`config.mk`:
```
export PLATFORM = sky130hd
export DESIGN_NAME = reg_scoreboard
export DESIGN_NICKNAME = d
export VERILOG_FILES = /design/src/rtl/mips_core_pkg.sv /design/src/rtl/sb_tag_alloc.sv /design/src/rtl/reg_scoreboard.sv
export SDC_FILE = /design/constraint.sdc
export NUM_CORES = 1
export LEC_CHECK = 0
export CAP_MARGIN = 30
export CORE_ASPECT_RATIO = 1.4
export CORE_MARGIN = 5
export CORE_UTILIZATION = 35
export DETAILED_ROUTE_END_ITERATION = 12
export GPL_TIMING_DRIVEN = 0
export SLEW_MARGIN = 20
export SYNTH_ARGS = -nofsm -noshare
export SYNTH_HDL_FRONTEND = slang
export SYNTH_HIERARCHICAL = 1
export SYNTH_SLANG_ARGS = --single-unit
```
`constraint.sdc`:
```
create_clock -name clk -period 4 [get_ports clk]
set_input_delay 0.8 -clock clk [delete_from_list [all_inputs] [get_ports clk]]
set_output_delay 0.8 -clock clk [all_outputs]
set_load 0.01 [all_outputs]
```
`src/rtl/mips_core_pkg.sv`:
```
// ---------------------------------------------------------------------------
// mips_core_pkg
//   Shared types for the issue-stage register scoreboard.
//   SB_TAG_W    : width of a producer tag
//   SB_NUM_REGS : number of architectural registers
//   sb_tag_t    : producer tag
//   sb_entry_t  : one scoreboard row (busy flag plus owning producer tag)
// ---------------------------------------------------------------------------
package mips_core_pkg;

  localparam int SB_TAG_W    = 4;
  localparam int SB_NUM_REGS = 32;

  typedef logic [SB_TAG_W-1:0] sb_tag_t;

  typedef struct packed {
    logic    busy;
    sb_tag_t tag;
  } sb_entry_t;

endpackage

```
`src/rtl/sb_tag_alloc.sv`:
```
// ---------------------------------------------------------------------------
// sb_tag_alloc
//   Producer-tag allocator for the register scoreboard. It hands out tags in
//   sequence and counts how many tagged writes are still outstanding.
//   Ports:
//     clk, rst_n : core clock, asynchronous active-low reset
//     inc        : a writer issues this cycle (consumes next_tag)
//     dec        : a writeback retires an outstanding write this cycle
//     flush      : drop every outstanding write; next_tag is kept
//     next_tag   : tag the next issuing writer receives
//     inflight   : number of outstanding tagged writes
//     full       : inflight has reached 2^TAG_W - 1
// ---------------------------------------------------------------------------
module sb_tag_alloc
  import mips_core_pkg::*;
#(
  parameter int TAG_W = SB_TAG_W
) (
  input  logic             clk,
  input  logic             rst_n,
  input  logic             inc,
  input  logic             dec,
  input  logic             flush,
  output logic [TAG_W-1:0] next_tag,
  output logic [TAG_W-1:0] inflight,
  output logic             full
);

  logic dec_eff;

  // The in-flight limit is one below the tag space, so a live tag is never
  // handed out a second time while its first owner is still outstanding.
  assign full = (inflight == {TAG_W{1'b1}});

  // A writeback with nothing outstanding is a protocol error; the counter
  // saturates at zero instead of wrapping.
  assign dec_eff = dec && (inflight != '0);

  // Flush keeps next_tag so that tags of squashed writers are not reused
  // right away and cannot alias against a late writeback.
  always_ff @(posedge clk or negedge rst_n) begin
    if (!rst_n) begin
      next_tag <= '0;
      inflight <= '0;
    end else if (flush) begin
      inflight <= '0;
    end else begin
      if (inc) begin
        next_tag <= next_tag + TAG_W'(1);
      end
      case ({inc, dec_eff})
        2'b10:   inflight <= inflight + TAG_W'(1);
        2'b01:   inflight <= inflight - TAG_W'(1);
        default: inflight <= inflight;
      endcase
    end
  end

  wb_with_none_inflight : assert property (
    @(posedge clk) disable iff (!rst_n)
    (dec && !flush) |-> (inflight != '0)
  );

endmodule

```
`src/rtl/reg_scoreboard.sv`:
```
// ---------------------------------------------------------------------------
// reg_scoreboard
//   Issue-stage register scoreboard. It tracks which architectural registers
//   have an in-flight producer, stamps each issued writer with a tag, and
//   stalls issue on RAW hazards the forwarding network cannot cover.
//   Ports:
//     clk, rst_n           : core clock, asynchronous active-low reset
//     i_issue_valid        : issue stage holds a valid instruction
//     i_uses_rs/i_rs_addr  : first source operand
//     i_uses_rt/i_rt_addr  : second source operand
//     i_uses_rw/i_rw_addr  : destination register
//     i_wb_valid           : writeback bus carries a result this cycle
//     i_wb_tag/i_wb_addr   : producer tag and destination of that result
//     i_flush              : mispredict/exception flush
//     o_stall              : issue must hold this cycle (combinational)
//     o_issue_tag          : tag given to the writer issuing this cycle
//     o_inflight           : number of outstanding tagged writes
// ---------------------------------------------------------------------------
module reg_scoreboard
  import mips_core_pkg::*;
#(
  parameter int TAG_W    = SB_TAG_W,
  parameter int NUM_REGS = SB_NUM_REGS
) (
  input  logic             clk,
  input  logic             rst_n,
  input  logic             i_issue_valid,
  input  logic             i_uses_rs,
  input  logic [4:0]       i_rs_addr,
  input  logic             i_uses_rt,
  input  logic [4:0]       i_rt_addr,
  input  logic             i_uses_rw,
  input  logic [4:0]       i_rw_addr,
  input  logic             i_wb_valid,
  input  logic [TAG_W-1:0] i_wb_tag,
  input  logic [4:0]       i_wb_addr,
  input  logic             i_flush,
  output logic             o_stall,
  output logic [TAG_W-1:0] o_issue_tag,
  output logic [TAG_W-1:0] o_inflight
);

  typedef struct packed {
    logic             busy;
    logic [TAG_W-1:0] tag;
  } entry_t;

  entry_t           sb_table [NUM_REGS];

  logic             rs_wb_hit;
  logic             rt_wb_hit;
  logic             rs_hazard;
  logic             rt_hazard;
  logic             full_block;
  logic             issue_fire;
  logic             wb_clear;
  logic             alloc_full;
  logic [TAG_W-1:0] next_tag;
  logic [TAG_W-1:0] inflight;

  // A writeback whose tag matches the current owner of a source register is
  // bypassed by the forward unit in the same cycle, so it resolves the hazard.
  // Register 0 is never busy; the explicit r!=0 terms keep that obvious.
  always_comb begin
    rs_wb_hit  = i_wb_valid && sb_table[i_rs_addr].busy &&
                 (sb_table[i_rs_addr].tag == i_wb_tag) &&
                 (i_wb_addr == i_rs_addr) && (i_rs_addr != 5'd0);
    rt_wb_hit  = i_wb_valid && sb_table[i_rt_addr].busy &&
                 (sb_table[i_rt_addr].tag == i_wb_tag) &&
                 (i_wb_addr == i_rt_addr) && (i_rt_addr != 5'd0);
    rs_hazard  = i_uses_rs && sb_table[i_rs_addr].busy && !rs_wb_hit;
    rt_hazard  = i_uses_rt && sb_table[i_rt_addr].busy && !rt_wb_hit;
    full_block = alloc_full && i_uses_rw && (i_rw_addr != 5'd0);
    o_stall    = i_issue_valid && !i_flush &&
                 (rs_hazard || rt_hazard || full_block);
  end

  // Only writers to a real register allocate a tag; a flush squashes the
  // issuing instruction even though it forces o_stall low.
  always_comb begin
    issue_fire = i_issue_valid && !i_flush && !o_stall &&
                 i_uses_rw && (i_rw_addr != 5'd0);
    wb_clear   = i_wb_valid && sb_table[i_wb_addr].busy &&
                 (sb_table[i_wb_addr].tag == i_wb_tag) &&
                 (i_wb_addr != 5'd0);
  end

  sb_tag_alloc #(
    .TAG_W (TAG_W)
  ) u_tag_alloc (
    .clk      (clk),
    .rst_n    (rst_n),
    .inc      (issue_fire),
    .dec      (i_wb_valid),
    .flush    (i_flush),
    .next_tag (next_tag),
    .inflight (inflight),
    .full     (alloc_full)
  );

  // A tag mismatch on writeback means a younger writer already owns the
  // register, so the row stays busy. When issue and writeback hit the same
  // row in one cycle the issue update is written last and wins. Flush only
  // clears busy flags; stale tags in idle rows are harmless.
  always_ff @(posedge clk or negedge rst_n) begin
    if (!rst_n) begin
      for (int i = 0; i < NUM_REGS; i++) begin
        sb_table[i] <= '0;
      end
    end else if (i_flush) begin
      for (int i = 0; i < NUM_REGS; i++) begin
        sb_table[i].busy <= 1'b0;
      end
    end else begin
      if (wb_clear) begin
        sb_table[i_wb_addr].busy <= 1'b0;
      end
      if (issue_fire) begin
        sb_table[i_rw_addr].busy <= 1'b1;
        sb_table[i_rw_addr].tag  <= next_tag;
      end
    end
  end

  assign o_issue_tag = next_tag;
  assign o_inflight  = inflight;

endmodule

```
Yosys cells after proc, flatten, opt, wreduce, memory -nomap -nowiden
Cells that the tools add are included.
{"block": "word_totals", "reg_bits": 168, "latchBits": 0, "mem_bits_rw": 0, "mem_bits_ro": 0, "input_bits": 32, "out_inout_bits": 9, "word_cells": 181, "memories": 0}
{"block": "classes", "addsub": 3, "mul": 0, "n_div": 0, "magnitude_cmp": 6, "n_eq_ne": 8, "shift": 0, "n_mux": 55, "n_bitwise": 5, "n_reduce_logical": 38}
{"op": "bitwise mux 160 bit", "n": 3}
{"op": "2-to-1 mux 160 bit", "n": 3}
{"op": "binary-select mux 5 bit (select 5 bit)", "n": 3}
{"op": "demux 5 bit (select 5 bit)", "n": 3}
{"op": "2-to-1 mux 5 bit", "n": 8}
{"op": "2-to-1 mux 1 bit", "n": 32}
{"op": "logical AND 1 bit", "n": 25}
{"op": "greater-or-equal comparator 6 bit, second input constant", "n": 4}
{"op": "NOT 5 -> 6 bit", "n": 4}
{"op": "nonzero test 5 bit", "n": 4}
{"op": "equality test 4 bit", "n": 3}
{"op": "< comparator 6 x 1 -> 1 bit, second input constant", "n": 2}
{"op": "equality test 5 bit", "n": 2}
{"op": "adder 4 x 1 -> 4 bit, second input constant", "n": 2}
{"op": "2-to-1 mux 4 bit", "n": 2}
{"op": "one-hot mux 4 bit (2 select lines)", "n": 1}
{"op": "equality test 4 bit, second input constant", "n": 1}
{"op": "zero test 1 bit", "n": 4}
{"op": "nonzero test 4 bit", "n": 1}
{"op": "subtractor 4 x 1 -> 4 bit, second input constant", "n": 1}
{"op": "nonzero test 3 bit", "n": 1}
{"op": "equality test 2 x 1 -> 1 bit, second input constant", "n": 1}
{"op": "equality test 2 bit, second input constant", "n": 1}
{"op": "logical OR 1 bit", "n": 2}
{"op": "other kinds (2)", "n": 2}

Depth between registers and ports, before layout
{"block": "logic_depth", "ltp_word": 20, "depth_mapped": 21, "depth_no_buf": 15}

Cells and area by module
Netlist, hierarchy kept.
{"mod": "reg_scoreboard", "n_inst": 1, "cells_per_inst": 904, "area_per_inst_um2": 10939.2, "seq_area_each_um2": 4003.8}
{"mod": "sb_tag_alloc", "n_inst": 1, "cells_per_inst": 46, "area_per_inst_um2": 520.5, "seq_area_each_um2": 200.2}

Worst setup path before layout
Ideal clock, no wire load.
{"block": "synth_timing", "kind": "input to register", "startpoint": "input i_rs_addr[1]", "endpoint": "register u_tag_alloc.inflight[3]", "setup_time_ps": 128, "t_arrival_ps": 4511, "required_ps": 3872, "slack_ps": -638, "stages": 18, "path_buffers": 5, "path_cell_list": "buf_2 > buf_4 > buf_6 > mux4_2 > a32oi_1 > a21oi_1 > xnor2_1 > a31oi_1 > or2_1 > clkbuf_1 > nor2b_1 > buf_8 > nor2_1 > ha_1 > o21ai_0 > or4b_1 > a21oi_1 > mux2_1"}
{"block": "synth_between", "elab_chain_len": 20, "elab_cells_between_ends": 26, "cone_classes": "eq/ne: 4; mux: 5; bitwise: 1; reduce/logical: 16"}
{"element": "start, declared", "line_no": "reg_scoreboard.sv:29", "rtl": "input logic [4:0] i_rs_addr,"}
{"element": "NOT 5 -> 6 bit (implied by the code)", "line_no": "reg_scoreboard.sv:65, reg_scoreboard.sv:66, reg_scoreboard.sv:71"}
{"element": "binary-select mux 5 bit (select 5 bit)", "line_no": "reg_scoreboard.sv:65, reg_scoreboard.sv:66, reg_scoreboard.sv:71"}
{"element": "2-to-1 mux 5 bit (implied by the code) (2 in series)", "line_no": "reg_scoreboard.sv:65, reg_scoreboard.sv:71"}
{"element": "equality test 4 bit / logical AND 1 bit (equally long branches)", "line_no": "reg_scoreboard.sv:66, reg_scoreboard.sv:65"}
{"element": "logical AND 1 bit", "line_no": "reg_scoreboard.sv:65", "rtl": "rs_wb_hit = i_wb_valid && sb_table[i_rs_addr].busy &&"}
{"element": "logical AND 1 bit", "line_no": "reg_scoreboard.sv:66", "rtl": "(sb_table[i_rs_addr].tag == i_wb_tag) &&"}
{"element": "logical AND 1 bit", "line_no": "reg_scoreboard.sv:67", "rtl": "(i_wb_addr == i_rs_addr) && (i_rs_addr != 5'd0);"}
{"element": "zero test 1 bit", "line_no": "reg_scoreboard.sv:71", "rtl": "rs_hazard = i_uses_rs && sb_table[i_rs_addr].busy && !rs_wb_hit;"}
{"element": "[3 not listed]"}
{"element": "logical AND 1 bit *", "line_no": "reg_scoreboard.sv:74", "rtl": "o_stall = i_issue_valid && !i_flush &&"}
{"element": "zero test 1 bit *", "line_no": "reg_scoreboard.sv:81", "rtl": "issue_fire = i_issue_valid && !i_flush && !o_stall &&"}
{"element": "logical AND 1 bit * (2 in series)", "line_no": "reg_scoreboard.sv:81"}
{"element": "logical AND 1 bit *", "line_no": "reg_scoreboard.sv:82", "rtl": "i_uses_rw && (i_rw_addr != 5'd0);"}
{"element": "via issue_fire", "line_no": "reg_scoreboard.sv:55", "rtl": "logic issue_fire;"}
{"element": "equality test 2 x 1 -> 1 bit / equality test 2 bit (equally long branches)", "line_no": "sb_tag_alloc.sv:51", "rtl": "case ({inc, dec_eff})"}
{"element": "one-hot mux 4 bit (2 select lines)", "line_no": "sb_tag_alloc.sv:51"}
{"element": "2-to-1 mux 4 bit", "line_no": "sb_tag_alloc.sv:45", "rtl": "end else if (flush) begin"}
{"element": "end signal, assigned", "line_no": "sb_tag_alloc.sv:52", "rtl": "2'b10: inflight <= inflight + TAG_W'(1);"}
{"element": "end signal, assigned", "line_no": "sb_tag_alloc.sv:53", "rtl": "2'b01: inflight <= inflight - TAG_W'(1);"}
{"element": "end signal, assigned", "line_no": "sb_tag_alloc.sv:54", "rtl": "default: inflight <= inflight;"}
{"element": "end, declared", "line_no": "sb_tag_alloc.sv:25", "rtl": "output logic [TAG_W-1:0] inflight,"}
Mark *: on every way through the listed nets, which the timed path passes. The rest lies on a longest branch. The select of a mux whose other input is x is not followed.
A chain may end at the register's enable or synchronous reset.

Worst setup path after layout
{"block": "layout_timing", "startpoint": "input i_rs_addr[1]", "endpoint": "output o_stall"}
{"block": "layout_between", "elab_chain_len": 13, "elab_cells_between_ends": 17, "cone_classes": "eq/ne: 2; mux: 3; bitwise: 1; reduce/logical: 11"}
{"element": "NOT 5 -> 6 bit (implied by the code)", "line_no": "reg_scoreboard.sv:65, reg_scoreboard.sv:66, reg_scoreboard.sv:71"}
{"element": "binary-select mux 5 bit (select 5 bit)", "line_no": "reg_scoreboard.sv:65, reg_scoreboard.sv:66, reg_scoreboard.sv:71"}
{"element": "2-to-1 mux 5 bit (implied by the code) (2 in series)", "line_no": "reg_scoreboard.sv:65, reg_scoreboard.sv:71"}
{"element": "equality test 4 bit / logical AND 1 bit (equally long branches)", "line_no": "reg_scoreboard.sv:66, reg_scoreboard.sv:65"}
{"element": "logical AND 1 bit", "line_no": "reg_scoreboard.sv:65"}
{"element": "logical AND 1 bit", "line_no": "reg_scoreboard.sv:66"}
{"element": "logical AND 1 bit", "line_no": "reg_scoreboard.sv:67"}
{"element": "zero test 1 bit", "line_no": "reg_scoreboard.sv:71"}
{"element": "logical AND 1 bit *", "line_no": "reg_scoreboard.sv:71"}
{"element": "logical OR 1 bit * (2 in series)", "line_no": "reg_scoreboard.sv:75", "rtl": "(rs_hazard || rt_hazard || full_block);"}
{"element": "logical AND 1 bit *", "line_no": "reg_scoreboard.sv:74"}
{"element": "end, declared", "line_no": "reg_scoreboard.sv:38", "rtl": "output logic o_stall,"}
Mark *: on every way between the ends. The rest lies on a longest branch, timed or not. The select of a mux whose other input is x is not followed.

==> impl_metrics.json <==
{
  "status": "finished with violations",
  "violations": "setup timing",
  "worst_ep_arrival_time_ns": 3.30,
  "fin_crit_sh_pct": 102.5,
  "grt_usage_pct": 22.60,
  "synth_xor_area_share_pct": 2.053,
  "synth_edf_count": 0,
  "path_max_fanout": 11,
  "nets": 1079,
  "place_congestion": 0.9892,
  "fmax_ghz": 0.2440,
  "path_clk_slew_ns": 0.06,
  "synth_async_sr_flop_share_pct": 100.0,
  "first_pass_iters": 6,
  "muxShareOfSynthArea_pct": 38.48,
  "cts.sinks": 168,
  "synth_ff_type": "dfrtp_1",
  "wire_per_inst_um": 27.76,
  "synthAdderAreaFrac_pct": 0.3275,
  "fin_crit_ns": 4.099,
  "grt_setup_unrepaired": "yes",
  "ys_ff_latch": 168,
  "layout_common_cells": "dfrtp_1 (168), mux2_2 (125), mux2i_1 (92), mux4_2 (90), nand3_1 (49)",
  "drc": 0,
  "ir_worst_vdd_mv": 0.2136,
  "synth-compound-area-share_pct": 7.730,
  "clk_root_buffer_cell": "clkbuf_16",
  "cts_hold_buf": 0,
  "area_growth_pct": 21.62,
  "coreArea_um2": 32400,
  "cts_buffers": 17,
  "initial_core_util_pct": 35.37,
  "ys_types": 60,
  "rows": 78,
  "drv_cap": 0,
  "fin_util_pct": 43.01,
  "hold_viol": 0,
  "setup_tns_ns": -0.1916,
  "grt_start_max_net_pins": 97,
  "postSynthAreaPerCell_um2": 12.06,
  "placedCellCount": 1430,
  "synth_fp_nets": 985,
  "drive_gt1_share_pct": 39.55,
  "vias": 9212,
  "place_ws_ns": -1.908,
  "diodes": 0,
  "final_cells": 1497,
  "final_common_cell": "dfrtp_1",
  "grt_pass1_wl_um": 60970,
  "clock-skew-final_ns": 0.008812,
  "cts_tree": "built",
  "cp-start-kind": "input pin",
  "die_w_um": 162.9,
  "endpoint_kind": "output pin",
  "fin_ws_ns": -0.09872,
  "max-clock-path-buffers": 2,
  "grt_pass1_vias": 9694,
  "drt_iter0_markers": 965,
  "antenna_found_initial": 0,
  "setup_violations": 2,
  "antenna_left": 0,
  "ctsHtreeMaxLevel": 4,
  "wirelength_um": 41550,
  "gr-total-overflow": 0,
  "synth_cells": 950,
  "portBuffers": 35,
  "vias_per_cell": 6.154,
  "hp-class": "input pin to asynchronous set/reset pin",
  "io_pins": 41,
  "dp_hpwl_um": 30200,
  "ys_seq_area_share_pct": 36.69,
  "synthesis.area_um2": 11460,
  "die_y_um": 224.1,
  "relSlewSlack_pct": 30.63,
  "total_leakage_power_nw": 6.050,
  "tightest_slew_ns": 1.033,
  "power_density_nw_per_um2": 328.2,
  "die-area_um2": 36510,
  "yosysWarnings": 6,
  "clock_latency_ns": 0.45,
  "drv_slew": 0,
  "crit_type": "input pin to output pin",
  "crit_required_ns": 3.20,
  "synth_top_family_by_area": "multiplexers",
  "synth-simple-area-share_pct": 11.07,
  "nFillCells": 3060
}
==> worst max-delay path, stage by stage <==
cell,delay [ns]
buf_16,0.13
buf_12,0.16
buf_6,0.20
mux2i_1,0.28
a22oi_1,0.12
o2111ai_1,0.13
nand4_1,0.16
xor2_2,0.19
nor3_4,0.26
a31oi_4,0.14
buf_6,0.19
a311oi_2,0.26
nor2_1,0.10
buf_2,0.15
==> stage by stage <==
stage                     hold WS (ns)  instance area (um^2)  power, W
after floorplan                 0.4618                 11550  0.002351
after global placement          0.4978                 12450  0.002724
after detailed placement        0.4978                 12520  0.002741
after CTS                       0.3383                 13770  0.004561
after global routing            0.3608                 13940  0.004720
final                           0.3096                 13940  0.004574
==> synthesized netlist by cell type (2+ instances only) <==
| cell | number | area share, % |
|---|---|---|
| clkbuf_1 | 44 | 1.4 |
| mux2_2 | 125 | 12 |
| or3b_2 | 4 | 0.31 |
| nand4_1 | 3 | 0.16 |
| nor2_1 | 16 | 0.52 |
| buf_6 | 4 | 0.39 |
| nor3_1 | 28 | 1.2 |
| inv_1 | 2 | 0.066 |
| nand3b_1 | 4 | 0.26 |
| and3b_1 | 3 | 0.23 |
| a211oi_1 | 2 | 0.13 |
| a311oi_1 | 4 | 0.31 |
| o221ai_1 | 8 | 0.61 |
| nand4b_1 | 2 | 0.15 |
| xor2_1 | 14 | 1.1 |
| nand2b_1 | 6 | 0.33 |
| o21ai_0 | 28 | 1.2 |
| and3_1 | 5 | 0.27 |
| a31oi_1 | 12 | 0.66 |
| nand3_1 | 51 | 2.2 |
| nand3b_2 | 2 | 0.20 |
| buf_1 | 5 | 0.16 |
| a21oi_1 | 12 | 0.52 |
| nand2_1 | 22 | 0.72 |
| buf_2 | 23 | 1.0 |
| o21ai_1 | 35 | 1.5 |
| o2111ai_1 | 2 | 0.15 |
| dfrtp_1 | 168 | 37 |
| xnor2_1 | 11 | 0.84 |
| nor3b_1 | 5 | 0.33 |
| ha_1 | 3 | 0.33 |
| mux4_2 | 90 | 18 |
| a22oi_1 | 26 | 1.7 |
| or3_1 | 4 | 0.22 |
| nor2b_1 | 42 | 2.3 |
| nor3_2 | 9 | 0.79 |
| mux2i_1 | 94 | 8.2 |
| mux2_1 | 3 | 0.29 |
| and2b_1 | 2 | 0.13 |
| buf_4 | 7 | 0.46 |
==> where the power goes <==
group | internal [W] | switching [W] | total (W)
Clock | 0.00102 | 0.000738 | 0.00176
Sequential | 0.00176 | 0.000110 | 0.00187
Combinational | 0.000378 | 0.000560 | 0.000938
==> final cells by class <==
type                       count  area [um^2]  share of cell area [%]
clock buffer                  20        456.7                   3.277
multi-input combinational    696         7134                   51.19
sequential                   168         4204                   30.16
buffer                        77        636.9                   4.570
inverter                       2        7.507                 0.05386
timing repair buffer          82        785.8                   5.638
clock inverter                12        161.4                   1.158
tap                          440        550.5                   3.950
==> final timing paths <==
check | from | endpoint | slack [ns] | cells after the start
max | i_rs_addr[1] | o_stall | -0.1 | 14
min | rst_n | sb_table[154]$_DFF_PN0_ | 0.31 | 1
max reg2reg | sb_table[0]$_DFFE_PN0P_ | u_tag_alloc/inflight[3]$_DFFE_PN0P_ | 0.04 | 14
min reg2reg | sb_table[155]$_DFFE_PN0P_ | sb_table[155]$_DFFE_PN0P_ | 0.52 | 1
max in group asynchronous | rst_n | sb_table[82]$_DFFE_PN0P_ | 2.77 | 2
min in group clk | sb_table[155]$_DFFE_PN0P_ | sb_table[155]$_DFFE_PN0P_ | 0.52 | 1
==> layer usage <==
metal	routed length [um]	GRT usage, %
met5	0	0
met1	15340	26.73
met2	20600	38.46
met3	3070	4.491
met4	2544	12.37
==> kinds of logic (layout without fill, tap and decap cells) <==
family,after synthesis,after routing
buffers and inverters,86,193
AND/OR/NAND/NOR,216,216
XOR/XNOR,26,26
adder cells (fa/ha/maj),3,3
AO/OA/AOI/OAI,139,139
flip-flops,168,168
multiplexers,312,312
==> registers in the layout, indices dropped and copies added (netlist names) <==
name                  cells
sb_table                160
u_tag_alloc/next_tag      4
u_tag_alloc/inflight      4
==> what timing repair did <==
action	4_1_cts	5_1_grt
setup buffers	24	14
setup endpoints to repair	164	60
gates cloned	3	1
resized for setup	141	33
pin swaps	18	18
(Power assumes the default switching activity.)
